**src/rtl/hora_bcd_a_bin_pkg.sv**
```systemverilog
// -----------------------------------------------------------------------------
// hora_bcd_a_bin_pkg
// Shared constants, FSM state type and the 12 h / 24 h hour mapping helper
// used by the BCD hour loader.
// -----------------------------------------------------------------------------
package hora_bcd_a_bin_pkg;

   localparam logic [6:0] HOUR_MAX = 7'd23;
   localparam logic [6:0] H12_MIN  = 7'd1;
   localparam logic [6:0] H12_MAX  = 7'd12;
   localparam logic [3:0] BCD_MAX  = 4'd9;

   localparam logic FMT_12H = 1'b1;
   localparam logic FMT_24H = 1'b0;

   typedef enum logic [1:0] {
      IDLE  = 2'd0,
      CHECK = 2'd1,
      CONV  = 2'd2,
      HOLD  = 2'd3
   } state_e;

   // Maps a decimal hour value onto the 0..23 count.
   // In 12 h mode, 12 AM is midnight (0) and 12 PM is noon (12).
   function automatic logic [6:0] to_hour(input logic [6:0] v,
                                          input logic       fmt,
                                          input logic       pm);
      if (fmt == FMT_24H) begin
         return v;
      end
      if (v == H12_MAX) begin
         return pm ? H12_MAX : 7'd0;
      end
      return pm ? (v + 7'd12) : v;
   endfunction

endpackage

```
**src/rtl/hora_bcd_a_bin_if.sv**
```systemverilog
// -----------------------------------------------------------------------------
// hora_bcd_a_bin_if
// Valid/ready bus carrying a BCD hour in and a binary hour out.
//   in_valid/in_ready     : input handshake
//   digit1/digit0         : BCD tens/units
//   AM_PM, formato_hora   : 0 = AM / 1 = PM, 1 = 12 h / 0 = 24 h
//   out_valid/out_ready   : output handshake
//   hour_bin, err         : result and illegal-input flag
//   err_count             : saturating illegal-input tally
// master = producer of the BCD hour / consumer of the result; slave = loader.
// -----------------------------------------------------------------------------
interface hora_bcd_a_bin_if #(
   parameter int unsigned N     = 5,
   parameter int unsigned ERR_W = 4
);
   logic             in_valid;
   logic             in_ready;
   logic [3:0]       digit1;
   logic [3:0]       digit0;
   logic             AM_PM;
   logic             formato_hora;
   logic             out_valid;
   logic             out_ready;
   logic [N-1:0]     hour_bin;
   logic             err;
   logic [ERR_W-1:0] err_count;

   modport master (
      output in_valid, digit1, digit0, AM_PM, formato_hora, out_ready,
      input  in_ready, out_valid, hour_bin, err, err_count
   );

   modport slave (
      input  in_valid, digit1, digit0, AM_PM, formato_hora, out_ready,
      output in_ready, out_valid, hour_bin, err, err_count
   );
endinterface

```
**src/rtl/hora_bcd_a_bin_bcd2_a_bin.sv**
```systemverilog
// -----------------------------------------------------------------------------
// bcd2_a_bin
// Combinational two-digit BCD to binary: tens*10 + units as shift-adds.
//   tens, units : BCD digits (values above 9 wrap within 7 bits)
//   bin         : 7-bit binary value (0..99 for legal digits)
// Shared by the hour, minute and second loaders.
// -----------------------------------------------------------------------------
module bcd2_a_bin (
   input  logic [3:0] tens,
   input  logic [3:0] units,
   output logic [6:0] bin
);
   logic [6:0] t_ext;
   logic [6:0] u_ext;

   always_comb begin
      t_ext = {3'b000, tens};
      u_ext = {3'b000, units};
      bin   = (t_ext << 3) + (t_ext << 1) + u_ext;
   end
endmodule

```
**src/rtl/hora_bcd_a_bin.sv**
```systemverilog
// -----------------------------------------------------------------------------
// hora_bcd_a_bin
// Converts a BCD hour (12 h or 24 h) into a binary 0..23 hour count for the
// hour counter load path, with range checking and a saturating error tally.
//   clk    : system clock
//   reset  : asynchronous, active-high reset
//   bus    : hora_bcd_a_bin_if.slave (valid/ready in, valid/ready out)
// Sequence: IDLE (capture) -> CHECK (validate) -> CONV (convert) -> HOLD.
// Optional macro HORA_CLAMP_EN: illegal inputs yield a clamped hour instead
// of 0 (err and err_count behave the same either way).
// -----------------------------------------------------------------------------
module hora_bcd_a_bin
   import hora_bcd_a_bin_pkg::*;
#(
   parameter int unsigned N     = 5,
   parameter int unsigned ERR_W = 4
) (
   input  logic               clk,
   input  logic               reset,
   hora_bcd_a_bin_if.slave    bus
);

   state_e           state_q, state_d;
   logic [3:0]       d1_q, d1_d;
   logic [3:0]       d0_q, d0_d;
   logic             pm_q, pm_d;
   logic             fmt_q, fmt_d;
   logic             illegal_q, illegal_d;
   logic [N-1:0]     hour_q, hour_d;
   logic             err_q, err_d;
   logic             out_valid_q, out_valid_d;
   logic [ERR_W-1:0] err_count_q, err_count_d;

   // Digits clamped to 9 feed the converter. For legal inputs this is the
   // identity, so one converter serves both the range check and the result.
   logic [3:0] d1_c;
   logic [3:0] d0_c;
   logic [6:0] v_c;
   logic       range_bad;
   logic       illegal_now;
   logic [6:0] hour7;

`ifdef HORA_CLAMP_EN
   function automatic logic [6:0] clamp_val(input logic [6:0] v,
                                            input logic       fmt);
      if (fmt == FMT_24H) begin
         return (v > HOUR_MAX) ? HOUR_MAX : v;
      end
      return ((v < H12_MIN) || (v > H12_MAX)) ? H12_MAX : v;
   endfunction
`endif

   bcd2_a_bin u_bcd2_a_bin (
      .tens  (d1_c),
      .units (d0_c),
      .bin   (v_c)
   );

   always_comb begin
      d1_c = (d1_q > BCD_MAX) ? BCD_MAX : d1_q;
      d0_c = (d0_q > BCD_MAX) ? BCD_MAX : d0_q;
      if (fmt_q == FMT_24H) begin
         range_bad = (v_c > HOUR_MAX);
      end else begin
         range_bad = (v_c < H12_MIN) || (v_c > H12_MAX);
      end
      illegal_now = (d1_q > BCD_MAX) || (d0_q > BCD_MAX) || range_bad;
   end

   always_comb begin
      state_d     = state_q;
      d1_d        = d1_q;
      d0_d        = d0_q;
      pm_d        = pm_q;
      fmt_d       = fmt_q;
      illegal_d   = illegal_q;
      hour_d      = hour_q;
      err_d       = err_q;
      out_valid_d = out_valid_q;
      err_count_d = err_count_q;
      hour7       = '0;

      case (state_q)
         IDLE: begin
            if (bus.in_valid) begin
               d1_d    = bus.digit1;
               d0_d    = bus.digit0;
               pm_d    = bus.AM_PM;
               fmt_d   = bus.formato_hora;
               state_d = CHECK;
            end
         end
         CHECK: begin
            illegal_d = illegal_now;
            state_d   = CONV;
         end
         CONV: begin
`ifdef HORA_CLAMP_EN
            hour7 = to_hour(clamp_val(v_c, fmt_q), fmt_q, pm_q);
`else
            hour7 = illegal_q ? 7'd0 : to_hour(v_c, fmt_q, pm_q);
`endif
            hour_d      = N'(hour7);
            err_d       = illegal_q;
            out_valid_d = 1'b1;
            if (illegal_q && (err_count_q != '1)) begin
               err_count_d = err_count_q + 1'b1;
            end
            state_d = HOLD;
         end
         HOLD: begin
            if (bus.out_ready) begin
               out_valid_d = 1'b0;
               state_d     = IDLE;
            end
         end
         default: begin
            state_d = IDLE;
         end
      endcase
   end

   always_ff @(posedge clk or posedge reset) begin
      if (reset) begin
         state_q     <= IDLE;
         d1_q        <= '0;
         d0_q        <= '0;
         pm_q        <= 1'b0;
         fmt_q       <= 1'b0;
         illegal_q   <= 1'b0;
         hour_q      <= '0;
         err_q       <= 1'b0;
         out_valid_q <= 1'b0;
         err_count_q <= '0;
      end else begin
         state_q     <= state_d;
         d1_q        <= d1_d;
         d0_q        <= d0_d;
         pm_q        <= pm_d;
         fmt_q       <= fmt_d;
         illegal_q   <= illegal_d;
         hour_q      <= hour_d;
         err_q       <= err_d;
         out_valid_q <= out_valid_d;
         err_count_q <= err_count_d;
      end
   end

   always_comb begin
      bus.in_ready  = (state_q == IDLE);
      bus.out_valid = out_valid_q;
      bus.hour_bin  = hour_q;
      bus.err       = err_q;
      bus.err_count = err_count_q;
   end

endmodule

```
**src/flat_wrapper.sv**
```systemverilog
// flat-port wrapper written by rule: the top's interface ports become plain ports
module hora_bcd_a_bin_flat import hora_bcd_a_bin_pkg::*;
#(
   parameter int unsigned N     = 5,
   parameter int unsigned ERR_W = 4
)
  (clk, reset, bus_in_valid, bus_digit1, bus_digit0, bus_AM_PM, bus_formato_hora, bus_out_ready, bus_in_ready, bus_out_valid, bus_hour_bin, bus_err, bus_err_count);
  hora_bcd_a_bin_if #(.N(N), .ERR_W(ERR_W)) bus_i ();
  input  logic clk;
  input  logic reset;
  input wire logic [$bits(bus_i.in_valid)-1:0] bus_in_valid;
  input wire logic [$bits(bus_i.digit1)-1:0] bus_digit1;
  input wire logic [$bits(bus_i.digit0)-1:0] bus_digit0;
  input wire logic [$bits(bus_i.AM_PM)-1:0] bus_AM_PM;
  input wire logic [$bits(bus_i.formato_hora)-1:0] bus_formato_hora;
  input wire logic [$bits(bus_i.out_ready)-1:0] bus_out_ready;
  output wire logic [$bits(bus_i.in_ready)-1:0] bus_in_ready;
  output wire logic [$bits(bus_i.out_valid)-1:0] bus_out_valid;
  output wire logic [$bits(bus_i.hour_bin)-1:0] bus_hour_bin;
  output wire logic [$bits(bus_i.err)-1:0] bus_err;
  output wire logic [$bits(bus_i.err_count)-1:0] bus_err_count;
  assign bus_i.in_valid = bus_in_valid;
  assign bus_i.digit1 = bus_digit1;
  assign bus_i.digit0 = bus_digit0;
  assign bus_i.AM_PM = bus_AM_PM;
  assign bus_i.formato_hora = bus_formato_hora;
  assign bus_i.out_ready = bus_out_ready;
  assign bus_in_ready = bus_i.in_ready;
  assign bus_out_valid = bus_i.out_valid;
  assign bus_hour_bin = bus_i.hour_bin;
  assign bus_err = bus_i.err;
  assign bus_err_count = bus_i.err_count;
  hora_bcd_a_bin #(.N(N), .ERR_W(ERR_W)) u_core (.clk(clk), .reset(reset), .bus(bus_i));
endmodule
```
**config.mk**
```make
export PLATFORM = sky130hd
export DESIGN_NAME = hora_bcd_a_bin_flat
export DESIGN_NICKNAME = d
export VERILOG_FILES = /design/src/rtl/hora_bcd_a_bin_pkg.sv /design/src/rtl/hora_bcd_a_bin_if.sv /design/src/rtl/hora_bcd_a_bin_bcd2_a_bin.sv /design/src/rtl/hora_bcd_a_bin.sv /design/src/flat_wrapper.sv
export SDC_FILE = /design/constraint.sdc
export NUM_CORES = 1
export LEC_CHECK = 0
export BUFFER_PORTS_ARGS = -buffer_cell sky130_fd_sc_hd__buf_2
export CAP_MARGIN = 20
export CORE_ASPECT_RATIO = 1.4
export CORE_MARGIN = 3
export CORE_UTILIZATION = 36
export CTS_BUF_LIST = sky130_fd_sc_hd__clkbuf_8
export CTS_CLUSTER_DIAMETER = 50
export DETAILED_ROUTE_END_ITERATION = 8
export PLACE_DENSITY = 0.67
export SLEW_MARGIN = 20
export SYNTH_ARGS = -nofsm -noshare
export SYNTH_HDL_FRONTEND = slang
export SYNTH_SLANG_ARGS = --single-unit
```
**constraint.sdc**
```tcl
create_clock -name clk -period 2.8 [get_ports clk]
set_input_delay 0.56 -clock clk [delete_from_list [all_inputs] [get_ports clk]]
set_output_delay 0.56 -clock clk [all_outputs]
set_load 0.03 [all_outputs]
```
==> run metrics, run 1 <==
die area=5050 um^2; nets@finish=212; input/output buffers=25; antenna violations before repair=0; setup violators final=3; Total GRT Usage=13.0%; Detailed Route Iter0 Violations=17; row cnt=27; CP max-delay cell=fa_1; Final Skew=0.0104 ns; top cells by area, synth=dfrtp_1, ha_1, mux2_2, inv_1, fa_1; first-pass GRT wire length=5.18 mm; H-tree levels=1; critical path's top delay family=adder cells; Setup Total Neg Slack=-0.161 ns; core area=3990 um^2; sequential area share after synthesis=39.5%; Synth Flop Type=dfrtp_1; hold-fix buffers at CTS=0; final WL=2.82 mm; root buffer cell=clkbuf_8; outcome=complete, but fails checks; post-layout util=46.9%; failing checks=negative setup slack; fin crit period=2.87 ns; Crit path largest cell delay=0.50 ns; Gate Count Post-Synth=143; layout overhead on the synthesized area=22.8%; CP Capture Type=flop; Worst-Margin Slew=0.880 ns; worst reg2reg startpoint=u_core.d1_q[3]; TritonCTS Buffers=3; total number of vias=1,164; synth unique cells=40; Critical Path AT=3.02 ns; Congestion Overflow GR=0; number of flops mapped to enable cells by yosys=0; synthesized area per cell=10.6 um^2; Die H=82.9 um; number of global-route vias before repair=1,223; buffer and inverter count on the worst path=2; Async S/R FF share, synth=100%; ant diodes=0; Initial Util=38.2%; R2R Setup Slk=-0.07 ns; fmax=349 MHz; warnings from Yosys=0; Clock Sinks=24; relative slew slack=41.3%; CP max FO=4; most frequent cells in the layout=buf_2, dfrtp_1, inv_1; Yosys top cell area share=39.5%; commonest non-fill, non-tap cell in the layout=buf_2; buffer levels on the longest clock path=2; fraction of layout cells with a size suffix above 1=35.6%; RR Endpoint=u_core.illegal_q; clk_lat worst skew=0.26 ns; Final WS setup=-0.0651 ns; Yosys reg bits=24; Max Cap Viol=0; Hold Slack=0.468 ns; RePlAce Congestion=0.827; WL per Instance=12.6 um; antenna viol nets, final=0; CTS clk-pin slew, worst paths=0.09 ns; Hold Crit Class=in2async; syn_nets=174; via/cell ratio=5.22; leading area contributor after synthesis=dfrtp_1; I/O pin count=26; CTS tree=built; cell chain of the critical path=and2b_1, inv_2, fa_1, inv_2, fa_1, ha_2, nor3b_4, a211oi_1, a31oi_1, o2111ai_1, o32a_1; Placement Setup Slack=-0.0288 ns; Final Hold Vio Count=0; Residual DRC=0; Worst Reg-to-Reg Cells=11; TritonRoute pass-1 iters=2; RSZ-0062 raised after global routing=true; fillers=378; Max Slew Vio Count=0; DP HPWL=2.29 mm; maximum number of pins on one net before global-route repair=25; Setup CP Type=reg2reg; mapped cell area=1520 um^2; Die W=60.9 um; CP startpoint kind=flop; CP Data Required Time=2.95 ns; period utilization=102%
==> worst reg2reg max path: stages, from the launching register on <==
cell and delay [ns]:
dfrtp_1 0.41, and2b_1 0.24, inv_2 0.04, fa_1 0.49, inv_2 0.04, fa_1 0.50, ha_2 0.17, nor3b_4 0.18
a211oi_1 0.10, a31oi_1 0.15, o2111ai_1 0.12, o32a_1 0.32
==> worst max-delay path by stage <==
stage	cells past startpoint	from	endpoint	slack (ns)
CTS	11	u_core.d1_q[3]	u_core.illegal_q	-0.04
global route	11	u_core.d1_q[3]	u_core.illegal_q	-0.24
floorplan	11	u_core.d1_q[3]	u_core.illegal_q	-0.02
global placement	11	u_core.d1_q[3]	u_core.illegal_q	-0.01
detailed placement	10	u_core.d1_q[3]	u_core.bus.hour_bin[4]	-0.03
finish	11	u_core.d1_q[3]	u_core.illegal_q	-0.07
==> kinds of logic (layout without fill, tap and decap cells) <==
family                   after synthesis  count (layout)  share of synthesized area (%)
XOR/XNOR                               4               4                           2.30
AND/OR/NAND/NOR                       31              31                           11.1
buffers and inverters                 20              57                           5.02
multiplexers                          13              13                           9.46
adder cells (fa/ha/maj)               17              17                           15.0
AO/OA/AOI/OAI                         34              34                           17.7
flip-flops                            24              24                           39.5
==> area by class of cell <==
class,count,area (um^2),share of cell area [%]
Tap cell,43,53.8,2.88
Sequential cell,24,601,32.2
Timing Repair Buffer,35,200,10.7
Inverter,18,67.6,3.62
Multi-Input combinational cell,99,891,47.7
Clock buffer,4,55.1,2.95
==> per-layer routing <==
| layer | part of all wire, % | GRT usage, % | wire, um | vias to the layer above |
|---|---|---|---|---|
| li1 | - | - | - | 586 |
| met5 | 0 | 0 | 0 | - |
| met3 | 3.7 | 2.18 | 105 | 6 |
| met1 | 42 | 15.8 | 1190 | 550 |
| met2 | 52 | 21.8 | 1470 | 22 |
| met4 | 2.2 | 5.52 | 61 | 0 |
==> cells in the mapped netlist (2+ instances only) <==
library cell   n
mux2_2        11
o21ai_1        3
nand2_1        6
xnor2_1        3
nand3_1        3
o21ai_0        4
nand2b_1       4
a22o_1         2
a21o_1         2
o32a_1         2
a311oi_1       2
fa_1           2
inv_1         18
nor3_1         3
nor2_1         4
nor2b_1        4
and2b_1        2
dfrtp_1       24
a211oi_1       3
ha_1          15
mux2i_1        2
a21oi_1        6
==> registers in the layout (all words and copies together) (netlist names) <==
| name | cells |
|---|---|
| u_core.state_q | 2 |
| u_core.illegal_q | 1 |
| u_core.fmt_q | 1 |
| u_core.d0_q | 4 |
| u_core.bus.err | 1 |
| u_core.pm_q | 1 |
| u_core.bus.err_count | 4 |
| u_core.d1_q | 4 |
| u_core.bus.hour_bin | 5 |
| u_core.bus.out_valid | 1 |
==> through the flow <==
stage | cells | instance area, um^2
after floorplan | 143 | 1530
after global placement | 218 | 1770
after detailed placement | 218 | 1770
after CTS | 222 | 1830
after global routing | 223 | 1870
final | 223 | 1870
==> repair_timing <==
| action | 4_1_cts | 5_1_grt |
|---|---|---|
| endpoints found under the setup margin | 3 | 4 |
| gates resized for setup | 1 | 8 |
| pin swaps | 2 | 3 |
| cloned | 0 | 0 |
| buffers inserted | 0 | 1 |
Power of run 1 is not shown: default switching activity piles up to over one toggle a cycle in this logic, so the estimate is an artifact.
==> run 2: changes to the inputs <==
--- a/config.mk
+++ b/config.mk
@@ -7,7 +7,7 @@
 export LEC_CHECK = 0
 export BUFFER_PORTS_ARGS = -buffer_cell sky130_fd_sc_hd__buf_2
 export CAP_MARGIN = 20
-export CORE_ASPECT_RATIO = 1.4
+export CORE_ASPECT_RATIO = 0.8
 export CORE_MARGIN = 3
 export CORE_UTILIZATION = 36
 export CTS_BUF_LIST = sky130_fd_sc_hd__clkbuf_8
==> run metrics, run 2 (synthesized netlist as in run 1, its figures left out) <==
Total GRT Usage=14.1% (+1.1 points); GR peak layer=met2; number of global-route vias before repair=1,258 (+2.9%); core area=3930 um^2 (-1.4%); H-tree levels=1 (unchanged); Crit path largest cell delay=0.51 ns (about the same); final WL=3.22 mm (+14%); antenna viol nets, final=0 (unchanged); Most common cell on crit path=fa_1; CTS tree=built; worst reg2reg startpoint=u_core.d1_q[3]; WL per Instance=13.1 um (+3.9%); TritonCTS Buffers=3 (unchanged); Final WS setup=-0.0908 ns (-0.0258 ns); antenna violations before repair=0 (unchanged); M1 GR Usage=17.4% (+1.6 points); cell chain of the critical path=and2b_1, inv_1, fa_1, inv_2, fa_1, ha_2, nor3b_4, a211oi_1, a31oi_1, o2111ai_1, o32a_1; period utilization=103% (+0.92 points); fraction of layout cells with a size suffix above 1=38.9% (+3.4 points); most frequent cells in the layout=buf_2, dfrtp_1, buf_4; Residual DRC=0 (unchanged); Clock Sinks=24 (unchanged); Die W=78.7 um (+29%); RSZ-0062 raised after global routing=true; outcome=complete, but fails checks; input/output buffers=25 (unchanged); row cnt=20 (-26%); Die H=64.1 um (-23%); commonest non-fill, non-tap cell in the layout=buf_2; TritonRoute pass-1 iters=4 (+2); met2 usage=24.7% (+2.9 points); Worst Reg-to-Reg Cells=11 (unchanged); via/cell ratio=4.95 (-5.2%); fmax=346 MHz (-0.89%); Max Slew Vio Count=0 (unchanged); Global Route met3 Usage=2.82% (+0.64 points); Initial Util=38.7% (+0.56 points); Worst-Margin Slew=0.891 ns (+0.0114 ns); Critical Path AT=3.04 ns (+0.02 ns); relative slew slack=40.5% (-0.76 points); nets@finish=223 (+5.2%); total number of vias=1,212 (+4.1%); Setup CP Type=reg2reg; Final Hold Vio Count=0 (unchanged); CP max-delay cell=fa_1; CP Capture Type=flop; Final Skew=0.00258 ns (-0.00780 ns); Placed Instance Area=1770 um^2 (+0.43%); setup violators final=1 (-2); final instance area=1950 um^2 (+4.4%); Hold Slack=0.477 ns (+0.00934 ns); CP startpoint kind=flop; post-layout util=49.6% (+2.8 points); R2R Setup Slk=-0.09 ns (-0.03 ns); maximum number of pins on one net before global-route repair=25 (unchanged); root buffer cell=clkbuf_8; Max Cap Viol=0 (unchanged); CP max FO=4 (unchanged); buffer levels on the longest clock path=2 (unchanged); Congestion Overflow GR=0 (unchanged); die area=5050 um^2 (-0.12%); CTS clk-pin slew, worst paths=0.08 ns (about the same); max FFs per register=5 (unchanged); I/O pin count=26 (unchanged); first-pass GRT wire length=5.62 mm (+8.5%); clk_lat worst skew=0.26 ns (about the same); Detailed Route Iter0 Violations=74 (+57); ant diodes=0 (unchanged); hold-fix buffers at CTS=0 (unchanged); fin crit period=2.89 ns (+0.0258 ns); RR Endpoint=u_core.illegal_q; RePlAce Congestion=0.901 (+9.0%); failing checks=negative setup slack; layout overhead on the synthesized area=28.1%; CP Data Required Time=2.95 ns (about the same); Hold Crit Class=in2async; DP HPWL=2.44 mm (+6.8%)
-- run 2: changes by cell type in the layout (fill, tap and decap cells not counted), sizes merged --
| cell | before | now |
|---|---|---|
| buf | 35 | 46 |
| clkbuf | 4 | 3 |
-- run 2: timing repair --
item / CTS / global route
pin swaps: 4 / 2
resized for setup: 6 / 3
setup endpoints to repair: 4 / 4
setup buffers: 13 / 0
-- run 2: final cells by class --
class,instances,area (um^2)
clock buffers,3,41.3
fillers,364,1980
inverters,18,67.6
multi-input cells,99,888
flip-flops and latches,24,601
well taps,55,68.8
repair buffers,46,283
-- run 2: metal layers --
| metal | vias to the layer above | part of all wire [%] | wire length (um) |
|---|---|---|---|
| met1 | 571 | 45 | 1440 |
| li1 | 606 | - | - |
| met4 | 0 | 0.96 | 31 |
| met5 | - | 0 | 0 |
| met3 | 2 | 4.7 | 150 |
| met2 | 33 | 50 | 1600 |
-- run 2: how the worst max path moves through the flow --
stage / from / endpoint / slack (ns) / depth (start not counted)
floorplan: u_core.d1_q[3] / u_core.illegal_q / -0.02 / 11
global placement: u_core.d1_q[2] / u_core.illegal_q / -0.04 / 12
detailed placement: u_core.d1_q[2] / u_core.illegal_q / -0.11 / 12
CTS: u_core.d1_q[3] / u_core.illegal_q / -0.08 / 11
global route: u_core.d1_q[3] / u_core.illegal_q / -0.24 / 11
finish: u_core.d1_q[3] / u_core.illegal_q / -0.09 / 11
-- run 2: worst max-delay path: cells and delay by family (launching register included) --
family,cells,cell delay [ns]
adders and majority gates,3,1.18
AOI/OAI and AO/OA,4,0.70
and+or+nand+nor,2,0.41
DFF,1,0.41
buffers and inverters,2,0.09
-- run 2: through the flow --
stage | TNS (ns) | std cells | worst slack [ns]
after global placement | -0.0383 | 229 | -0.0383
after detailed placement | -0.198 | 229 | -0.106
after CTS | -0.0777 | 245 | -0.0777
final | -0.0908 | 245 | -0.0908
after global routing | -0.654 | 245 | -0.236
after floorplan | -0.0234 | 143 | -0.0234
Power of run 2 is left out for the same reason.
